**config.mk**
```make
export PLATFORM = sky130hd
export DESIGN_NAME = tru_16bit_tuantu
export DESIGN_NICKNAME = d
export VERILOG_FILES = /design/src/rtl/tru_16bit_tuantu.sv
export SDC_FILE = /design/constraint.sdc
export NUM_CORES = 1
export LEC_CHECK = 0
export ABC_AREA = 1
export BUFFER_PORTS_ARGS = -buffer_cell sky130_fd_sc_hd__buf_2
export CAP_MARGIN = 25
export CORE_ASPECT_RATIO = 2
export CORE_UTILIZATION = 42
export CTS_BUF_LIST = sky130_fd_sc_hd__clkbuf_2 sky130_fd_sc_hd__clkbuf_4 sky130_fd_sc_hd__clkbuf_8
export DETAILED_ROUTE_END_ITERATION = 12
export GPL_TIMING_DRIVEN = 0
export SETUP_SLACK_MARGIN = 0.3
export SYNTH_ARGS = -nofsm -noshare
export SYNTH_HDL_FRONTEND = slang
export SYNTH_SLANG_ARGS = --single-unit
```
**constraint.sdc**
```tcl
create_clock -name clk -period 5.8 [get_ports clk]
set_input_delay 0.87 -clock clk [delete_from_list [all_inputs] [get_ports clk]]
set_output_delay 0.87 -clock clk [all_outputs]
set_load 0.1 [all_outputs]
```
**src/rtl/tru_16bit_tuantu.sv**
```systemverilog
// ---------------------------------------------------------------------------
// tru_16bit_tuantu
//
// Sequential multi-nibble subtractor. It computes D = A - B - bin on
// 4*NIBBLES-bit unsigned operands. It processes one 4-bit nibble per clock,
// starting with the least significant nibble, through a 4-bit borrow-chain
// slice. The borrow is registered between nibbles.
//
// Handshake (start/done):
//   start is a request. It is accepted only at a clock edge while the block
//   is idle (busy=0). A, B and bin are captured at that same edge and may
//   change freely afterwards. A start seen while busy=1 is dropped; there is
//   no queueing. done is a single-cycle pulse, raised together with the new
//   D/bo. busy covers the whole operation, including the done cycle, so a
//   start held high is accepted on the edge after done falls.
//
// Ports:
//   clk        rising-edge clock
//   rst_n      asynchronous active-low reset
//   start      operation request, sampled only while idle
//   A, B       minuend / subtrahend (W bits), captured with start
//   bin        borrow into nibble 0, captured with start
//   busy       high while an operation is in flight (CALC and DONE)
//   done       one-cycle completion pulse
//   D          registered difference; holds the last result
//   bo         registered borrow-out of the top nibble; holds the last result
//   state_dbg  current FSM state (0=IDLE, 1=CALC, 2=DONE), for observation
// ---------------------------------------------------------------------------
module tru_16bit_tuantu #(
    parameter  int NIBBLES = 4,
    localparam int W       = 4 * NIBBLES
) (
    input  logic         clk,
    input  logic         rst_n,
    input  logic         start,
    input  logic [W-1:0] A,
    input  logic [W-1:0] B,
    input  logic         bin,
    output logic         busy,
    output logic         done,
    output logic [W-1:0] D,
    output logic         bo,
    output logic [1:0]   state_dbg
);

    typedef enum logic [1:0] {
        IDLE = 2'd0,
        CALC = 2'd1,
        DONE = 2'd2
    } state_t;

    // A 1-bit counter is kept for NIBBLES=1 so the vector is never zero width.
    localparam int CW = (NIBBLES > 1) ? $clog2(NIBBLES) : 1;
    localparam logic [CW-1:0] LAST = CW'(NIBBLES - 1);

    state_t         state;
    state_t         state_nxt;
    logic [CW-1:0]  cnt;
    logic [W-1:0]   a_r;
    logic [W-1:0]   b_r;
    logic [W-1:0]   res_r;
    logic           brw;

    logic [3:0]     nib_a;
    logic [3:0]     nib_b;
    logic [3:0]     nib_d;
    logic           nib_bo;
    logic [4:0]     slice_out;
    logic [W-1:0]   res_nxt;
    logic           last_nib;

    // 4-bit borrow-chain slice: {borrow, diff} = x - y - bi.
    // Bit 4 of the 5-bit result is set exactly when the true difference is
    // negative, which is the borrow-out.
    function automatic logic [4:0] sub4(input logic [3:0] x,
                                        input logic [3:0] y,
                                        input logic       bi);
        logic [4:0] t;
        t = {1'b0, x} - {1'b0, y} - {4'b0000, bi};
        return t;
    endfunction

    // Nibble selection and the slice itself.
    always_comb begin
        nib_a     = a_r[int'(cnt) * 4 +: 4];
        nib_b     = b_r[int'(cnt) * 4 +: 4];
        slice_out = sub4(nib_a, nib_b, brw);
        nib_d     = slice_out[3:0];
        nib_bo    = slice_out[4];
        last_nib  = (cnt == LAST);
    end

    // Working result with the current nibble merged in; at the last nibble
    // this is the full difference that gets published to D.
    always_comb begin
        res_nxt                       = res_r;
        res_nxt[int'(cnt) * 4 +: 4]   = nib_d;
    end

    // Next-state logic.
    always_comb begin
        state_nxt = state;
        case (state)
            IDLE:    if (start) state_nxt = CALC;
            CALC:    if (last_nib) state_nxt = DONE;
            DONE:    state_nxt = IDLE;
            default: state_nxt = IDLE;
        endcase
    end

    always_ff @(posedge clk or negedge rst_n) begin
        if (!rst_n) begin
            state <= IDLE;
        end else begin
            state <= state_nxt;
        end
    end

    // Datapath registers.
    always_ff @(posedge clk or negedge rst_n) begin
        if (!rst_n) begin
            cnt   <= '0;
            a_r   <= '0;
            b_r   <= '0;
            res_r <= '0;
            brw   <= 1'b0;
            D     <= '0;
            bo    <= 1'b0;
            done  <= 1'b0;
        end else begin
            done <= 1'b0;
            case (state)
                IDLE: begin
                    if (start) begin
                        a_r <= A;
                        b_r <= B;
                        // Seeding brw with bin makes nibble 0 use bin as its
                        // borrow-in without a separate mux on cnt.
                        brw <= bin;
                        cnt <= '0;
                    end
                end
                CALC: begin
                    res_r <= res_nxt;
                    brw   <= nib_bo;
                    if (last_nib) begin
                        cnt  <= '0;
                        D    <= res_nxt;
                        bo   <= nib_bo;
                        done <= 1'b1;
                    end else begin
                        cnt <= cnt + 1'b1;
                    end
                end
                default: begin
                end
            endcase
        end
    end

    assign busy      = (state != IDLE);
    assign state_dbg = state;

endmodule

```
==> flow_metrics.tcl, run 1 <==
set metrics [dict create \
    outcome "finished clean" \
    async_flop_share_pct 100 \
    yosysWarnings 0 \
    worst_slew_pin_slew_ps 897 \
    vias 2854 \
    first_iter_violations 135 \
    reg2reg_depth 13 \
    nNetsFinal 534 \
    via_per_inst 4.86 \
    cp-end-kind "flip-flop" \
    io_buffers 56 \
    r2r-start "cnt[0]$_DFFE_PN0P_" \
    first_global_vias 2895 \
    skew_ps 10.1 \
    ios 57 \
    dieArea_sq_um 8520 \
    holdBufCountCts 0 \
    max_freq_mhz 323 \
    placed_cells 571 \
    post-route-period-util_pct 53.3 \
    cts_setup_buffers 0 \
    routedWlPerCell_um 14.1 \
    syn_nets 467 \
    synth_edf_count 0 \
    cts-resized-gates 0 \
    synth_flop_cell "dfrtp_1" \
    cts_sinks 71 \
    slew-limit-headroom_pct 40.2 \
    postRouteAntennaNets 0 \
    clock_latency_ps 360 \
    drc 0 \
    drt-total-wl_um 8310 \
    initial_core_util_pct 43.3 \
    final_area_sq_um 4030 \
    holdCritPathClass "flip-flop to flip-flop" \
    path_class "flip-flop to flip-flop" \
    cp-startpoint "cnt[0]$_DFFE_PN0P_" \
    cts_buffers 9 \
    grt_max_degree 72 \
    netlist_instances 419 \
    rsz0062_at_grt "no" \
    area_delta_synth_final_pct 18.0 \
    dp_hpwl_um 6160 \
    die_y_um 130 \
    cts-htree-levels 3 \
    final_cells 587 \
    seq_area_frac_synth_pct 52.0 \
    antenna_found_initial 0 \
    crit_arrival_ps 3330 \
    avgSynthCellArea_sq_um 8.15 \
    rows 46 \
    gp_congestion 0.823 \
    cts.path.max_buffers 2 \
    regToRegSetupSlack_ps 2710 \
    core_sq_um 7890 \
    dpl_cell_area_sq_um 3820 \
    required_ps 6040 \
    tns_ps 0 \
    grt_usage_pct 22.5 \
    maxCapViolCount 0 \
    grt_pass1_wl_um 14000 \
    critPathCapture "brw$_DFFE_PN0P_" \
    timing.final.hold_violations 0 \
    setup_violations 0 \
    synth-seq-cells 71 \
    fin_crit_ps 3090 \
    grt-ovfl-total 0 \
    worstPathMaxFanout 10 \
    dieWidth_um 65.8 \
    cts_tree "done" \
    r2r-end "brw$_DFFE_PN0P_" \
    ys_types 26 \
    clkTransAtPathRegs_ps 70 \
    syn_area_sq_um 3410 \
    drv_slew 0 \
    ctsRootBufferMaster "clkbuf_8" \
    antenna_cells 0 \
    first_pass_iters 4 \
    drive_gt1_share_pct 19.8 \
    startpoint_type "flip-flop" \
]
## how the worst min path moves through the flow
stage / startpoint / end / slack [ps] / depth (start not counted)
global route: a_r[4]$_DFFE_PN0P_ / a_r[4]$_DFFE_PN0P_ / 500 / 2
floorplan: a_r[8]$_DFFE_PN0P_ / a_r[8]$_DFFE_PN0P_ / 440 / 2
detailed placement: D[0]$_DFFE_PN0P_ / D[0]$_DFFE_PN0P_ / 460 / 2
CTS: D[0]$_DFFE_PN0P_ / D[0]$_DFFE_PN0P_ / 480 / 2
finish: D[8]$_DFFE_PN0P_ / D[8]$_DFFE_PN0P_ / 470 / 2
global placement: a_r[8]$_DFFE_PN0P_ / a_r[8]$_DFFE_PN0P_ / 460 / 2
## critical path, cell delays in order (launching register included)
cell      delay [ps]
dfrtp_1          440
buf_6            170
clkbuf_1         370
o21ai_0          160
o22ai_1          260
fa_1             240
inv_1             60
fa_1             420
nand2_1          100
a21oi_1           70
xnor2_1          390
nand2_1          100
o211ai_1          90
o21ai_0          100
## metal layers
layer | vias up | global-route usage, % | part of all wire [%]
li1 | 1446 | - | -
met3 | 33 | 5.37 | 2.9
met2 | 65 | 38.5 | 55
met5 | - | 0 | 0
met1 | 1310 | 23.7 | 37
met4 | 0 | 15.6 | 5.6
## registers in the layout, indices dropped and copies added (netlist names)
register   count
bo             1
D             16
res_r         16
cnt            2
state_dbg      2
done           1
a_r           16
b_r           16
brw            1
## cell usage in the layout, fill, tap and decap left out, drive strengths merged
| master | n |
|---|---|
| clkbuf | 18 |
| o32ai | 3 |
| dfrtp | 71 |
| a32oi | 1 |
| nand2 | 205 |
| a32o | 3 |
| nand4 | 3 |
| xnor2 | 1 |
| bufinv | 1 |
| clkinv | 2 |
| o211ai | 1 |
| nand3 | 6 |
| a21oi | 5 |
| nor2 | 17 |
| fa | 2 |
| ha | 10 |
| inv | 39 |
| buf | 67 |
| o21ai | 23 |
| o22ai | 13 |
## per-stage QoR
| stage | hold WS (ps) | utilization, % | worst slack (ps) |
|---|---|---|---|
| 2_1_floorplan | 444 | - | 3230 |
| 3_3_place_gp | 458 | 48.4 | 2810 |
| 3_5_place_dp | 460 | 48.4 | 2760 |
| 4_1_cts | 480 | 51.1 | 2750 |
| 5_1_grt | 497 | 51.1 | 2440 |
| 6_report | 474 | 51.1 | 2710 |
## cells in the mapped netlist, types with 2 or more instances
library cell	count	area share, %
clkbuf_1	5	0.55
nand2_2	3	0.55
o21ai_0	21	3.1
inv_2	3	0.33
o22ai_1	13	2.4
nand3_2	3	0.88
o21ai_2	2	0.51
nand2_1	202	22
fa_1	2	1.2
inv_1	35	3.8
buf_2	10	1.5
nand4_1	3	0.55
ha_1	10	3.7
a21oi_1	5	0.73
o32ai_1	3	0.77
a32o_1	3	0.88
nand3_1	3	0.44
dfrtp_1	71	52
nor2_1	15	1.6
## layout make-up
type / count / area (sq um)
multi-input cells: 293 / 1400
plain buffers: 16 / 80.1
clock inverters: 3 / 40.0
flip-flops and latches: 71 / 1780
fillers: 810 / 3850
well taps: 96 / 120
inverters: 39 / 154
clock buffers: 13 / 173
repair buffers: 56 / 283
## cell families after synthesis
kind of cell	synth area share [%]
flip-flops	52.0
AO/OA/AOI/OAI	8.83
XOR/XNOR	0.257
buffers and inverters	6.85
AND/OR/NAND/NOR	27.2
adder cells (fa/ha/maj)	4.84
Power of run 1 is not shown: default switching activity piles up to over one toggle a cycle in this logic, so the estimate is an artifact.
==> inputs of run 2 (changes only) <==
--- a/config.mk
+++ b/config.mk
@@ -5,7 +5,7 @@
 export SDC_FILE = /design/constraint.sdc
 export NUM_CORES = 1
 export LEC_CHECK = 0
-export ABC_AREA = 1
+export ABC_AREA = 0
 export BUFFER_PORTS_ARGS = -buffer_cell sky130_fd_sc_hd__buf_2
 export CAP_MARGIN = 25
 export CORE_ASPECT_RATIO = 2
==> constraint.sdc (replaced) <==
create_clock -name clk -period 3.04 [get_ports clk]
set_input_delay 0.456 -clock clk [delete_from_list [all_inputs] [get_ports clk]]
set_output_delay 0.456 -clock clk [all_outputs]
set_load 0.1 [all_outputs]
==> run 2 against run 1 <==
Die area down 4.3%. Routed wire length fell by 13%. Worst setup slack got worse by 2300 ps. Synthesized cell count down 38%. Clock skew is 3.3 ps lower. Non-clock buffer count decreased by 2.
==> flow_metrics.tcl, run 2 <==
set metrics [dict create \
    outcome "finished clean" \
    dp_hpwl_um 5260 \
    post-route-period-util_pct 86.1 \
    grt_max_degree 72 \
    yosysWarnings 0 \
    cts_tree "done" \
    drive_gt1_share_pct 39.9 \
    crit_arrival_ps 2860 \
    synth_top_family_by_area "multiplexers" \
    antenna_found_initial 0 \
    synth-seq-cells 71 \
    dieWidth_um 64.4 \
    pre_cts_slack_ps -406 \
    initial_core_util_pct 43.3 \
    routedWlPerCell_um 17.0 \
    synth_top_cell_by_area "dfrtp_1" \
    worst_slew_pin_slew_ps 886 \
    fin_crit_ps 2620 \
    rows 45 \
    drc 0 \
    drt-total-wl_um 7210 \
    dpl_cell_area_sq_um 3670 \
    drv_slew 0 \
    first_global_vias 2373 \
    setup_violations 0 \
    netlist_instances 258 \
    synth_area_leaders "dfrtp_1, mux2_2, mux4_2" \
    syn_area_sq_um 3270 \
    holdCritPathClass "input port to async pin" \
    fin_ws_ps 423 \
    synth_edf_count 0 \
    grt-ovfl-total 0 \
    synth_flop_cell "dfrtp_1" \
    grt_pass1_wl_um 11900 \
    holdBufCountCts 0 \
    avgSynthCellArea_sq_um 12.7 \
    postRouteAntennaNets 0 \
    ys_top_cells_by_count "dfrtp_1, mux2_2, nor2_1" \
    cts_sinks 71 \
    nNetsFinal 374 \
    clkTransAtPathRegs_ps 70 \
    async_flop_share_pct 100 \
    placed_cells 408 \
    gp_congestion 0.809 \
    ys_types 32 \
    cts-htree-levels 3 \
    netlist.area_leader.share_pct 54.4 \
    reg2reg_depth 9 \
    tns_ps 0 \
    timing.final.hold_violations 0 \
    vias 2262 \
    final_common_cell "dfrtp_1" \
    ctsRootBufferMaster "clkbuf_8" \
    regToRegSetupSlack_ps 420 \
    synth_xor_area_share_pct 1.07 \
    path_class "flip-flop to flip-flop" \
    first_pass_iters 4 \
    area_delta_synth_final_pct 21.6 \
    synth.area.mux_share_pct 16.6 \
    yosys.area_share.simple_pct 8.43 \
    synth.most_common_cell "dfrtp_1" \
    ios 57 \
    cp-end-kind "flip-flop" \
    antenna_cells 0 \
    via_per_inst 5.32 \
    dieArea_sq_um 8150 \
    grt_usage_pct 20.3 \
    synth_fa_ha_area_share_pct 5.06 \
    r2r-end "res_r[14]$_DFFE_PN0P_" \
    syn_nets 306 \
    maxCapViolCount 0 \
    max_freq_mhz 382 \
    io_buffers 56 \
    clock_latency_ps 350 \
    worstPathMaxFanout 10 \
    r2r-start "cnt[0]$_DFFE_PN0P_" \
    die_y_um 127 \
    skew_ps 6.80 \
    rsz0062_at_grt "no" \
    core_sq_um 7540 \
    first_iter_violations 88 \
    startpoint_type "flip-flop" \
    cts.path.max_buffers 2 \
    required_ps 3280 \
    seq_area_frac_synth_pct 54.4 \
    synth_compound_area_share_pct 10.8 \
    final_cell_mix "dfrtp_1, buf_2, mux2_2, nor2_1, inv_1" \
    final_area_sq_um 3970 \
    slew-limit-headroom_pct 40.9 \
    final_cells 425 \
    cts_buffers 9 \
]
[run 2: logic make-up after synthesis]
logic type	count (synthesis)
buffers and inverters	30
AO/OA/AOI/OAI	47
AND/OR/NAND/NOR	54
multiplexers	40
adder cells (fa/ha/maj)	12
flip-flops	71
XOR/XNOR	4
[run 2: area by class of cell]
cell class              count  area [sq um]
plain buffers              13          71.3
flip-flops and latches     71          1780
multi-input cells         157          1420
fillers                   706          3570
well taps                  94           118
repair buffers             57           290
clock inverters             3          65.1
inverters                  17          63.8
clock buffers              13           166
[run 2: how the worst max path moves through the flow]
| stage | to | cells past startpoint | startpoint | slack (ps) |
|---|---|---|---|---|
| 3_3_place_gp | res_r[6]$_DFFE_PN0P_ | 9 | cnt[0]$_DFFE_PN0P_ | -380 |
| 2_1_floorplan | res_r[14]$_DFFE_PN0P_ | 9 | cnt[0]$_DFFE_PN0P_ | 350 |
| 4_1_cts | D[15]$_DFFE_PN0P_ | 8 | cnt[0]$_DFFE_PN0P_ | 290 |
| 5_1_grt | res_r[14]$_DFFE_PN0P_ | 9 | cnt[0]$_DFFE_PN0P_ | 310 |
| 6_report | res_r[14]$_DFFE_PN0P_ | 9 | cnt[0]$_DFFE_PN0P_ | 420 |
| 3_5_place_dp | res_r[10]$_DFFE_PN0P_ | 9 | cnt[0]$_DFFE_PN0P_ | -410 |
[run 2: per-layer routing]
metal | GRT usage, % | wire (um) | share of wire (%)
met1 | 20.0 | 2590 | 36
met2 | 37.2 | 4090 | 57
met3 | 5.22 | 262 | 3.6
met4 | 11.0 | 265 | 3.7
met5 | 0 | 0 | 0
[run 2: repair_timing]
item / CTS / global route
pin swaps: 0 / 1
hold endpoints to repair: 0 / 0
setup buffers: 1 / 0
endpoints found under the setup margin: 26 / 22
gates resized for setup: 10 / 6
[run 2: metrics by stage]
stage	hold WS [ps]	utilization, %
floorplan	160	-
finish	221	52.6
global placement	464	48.6
global route	307	52.6
detailed placement	473	48.6
CTS	258	52.4
[run 2: worst max-delay path, cell delays in order, from the launching register on]
cell	delay (ps)
dfrtp_2	420
buf_12	160
mux4_2	500
inv_1	90
fa_2	210
inv_1	50
fa_2	390
xnor2_4	180
and2_2	260
a22o_1	230
Power of run 2 is left out for the same reason.
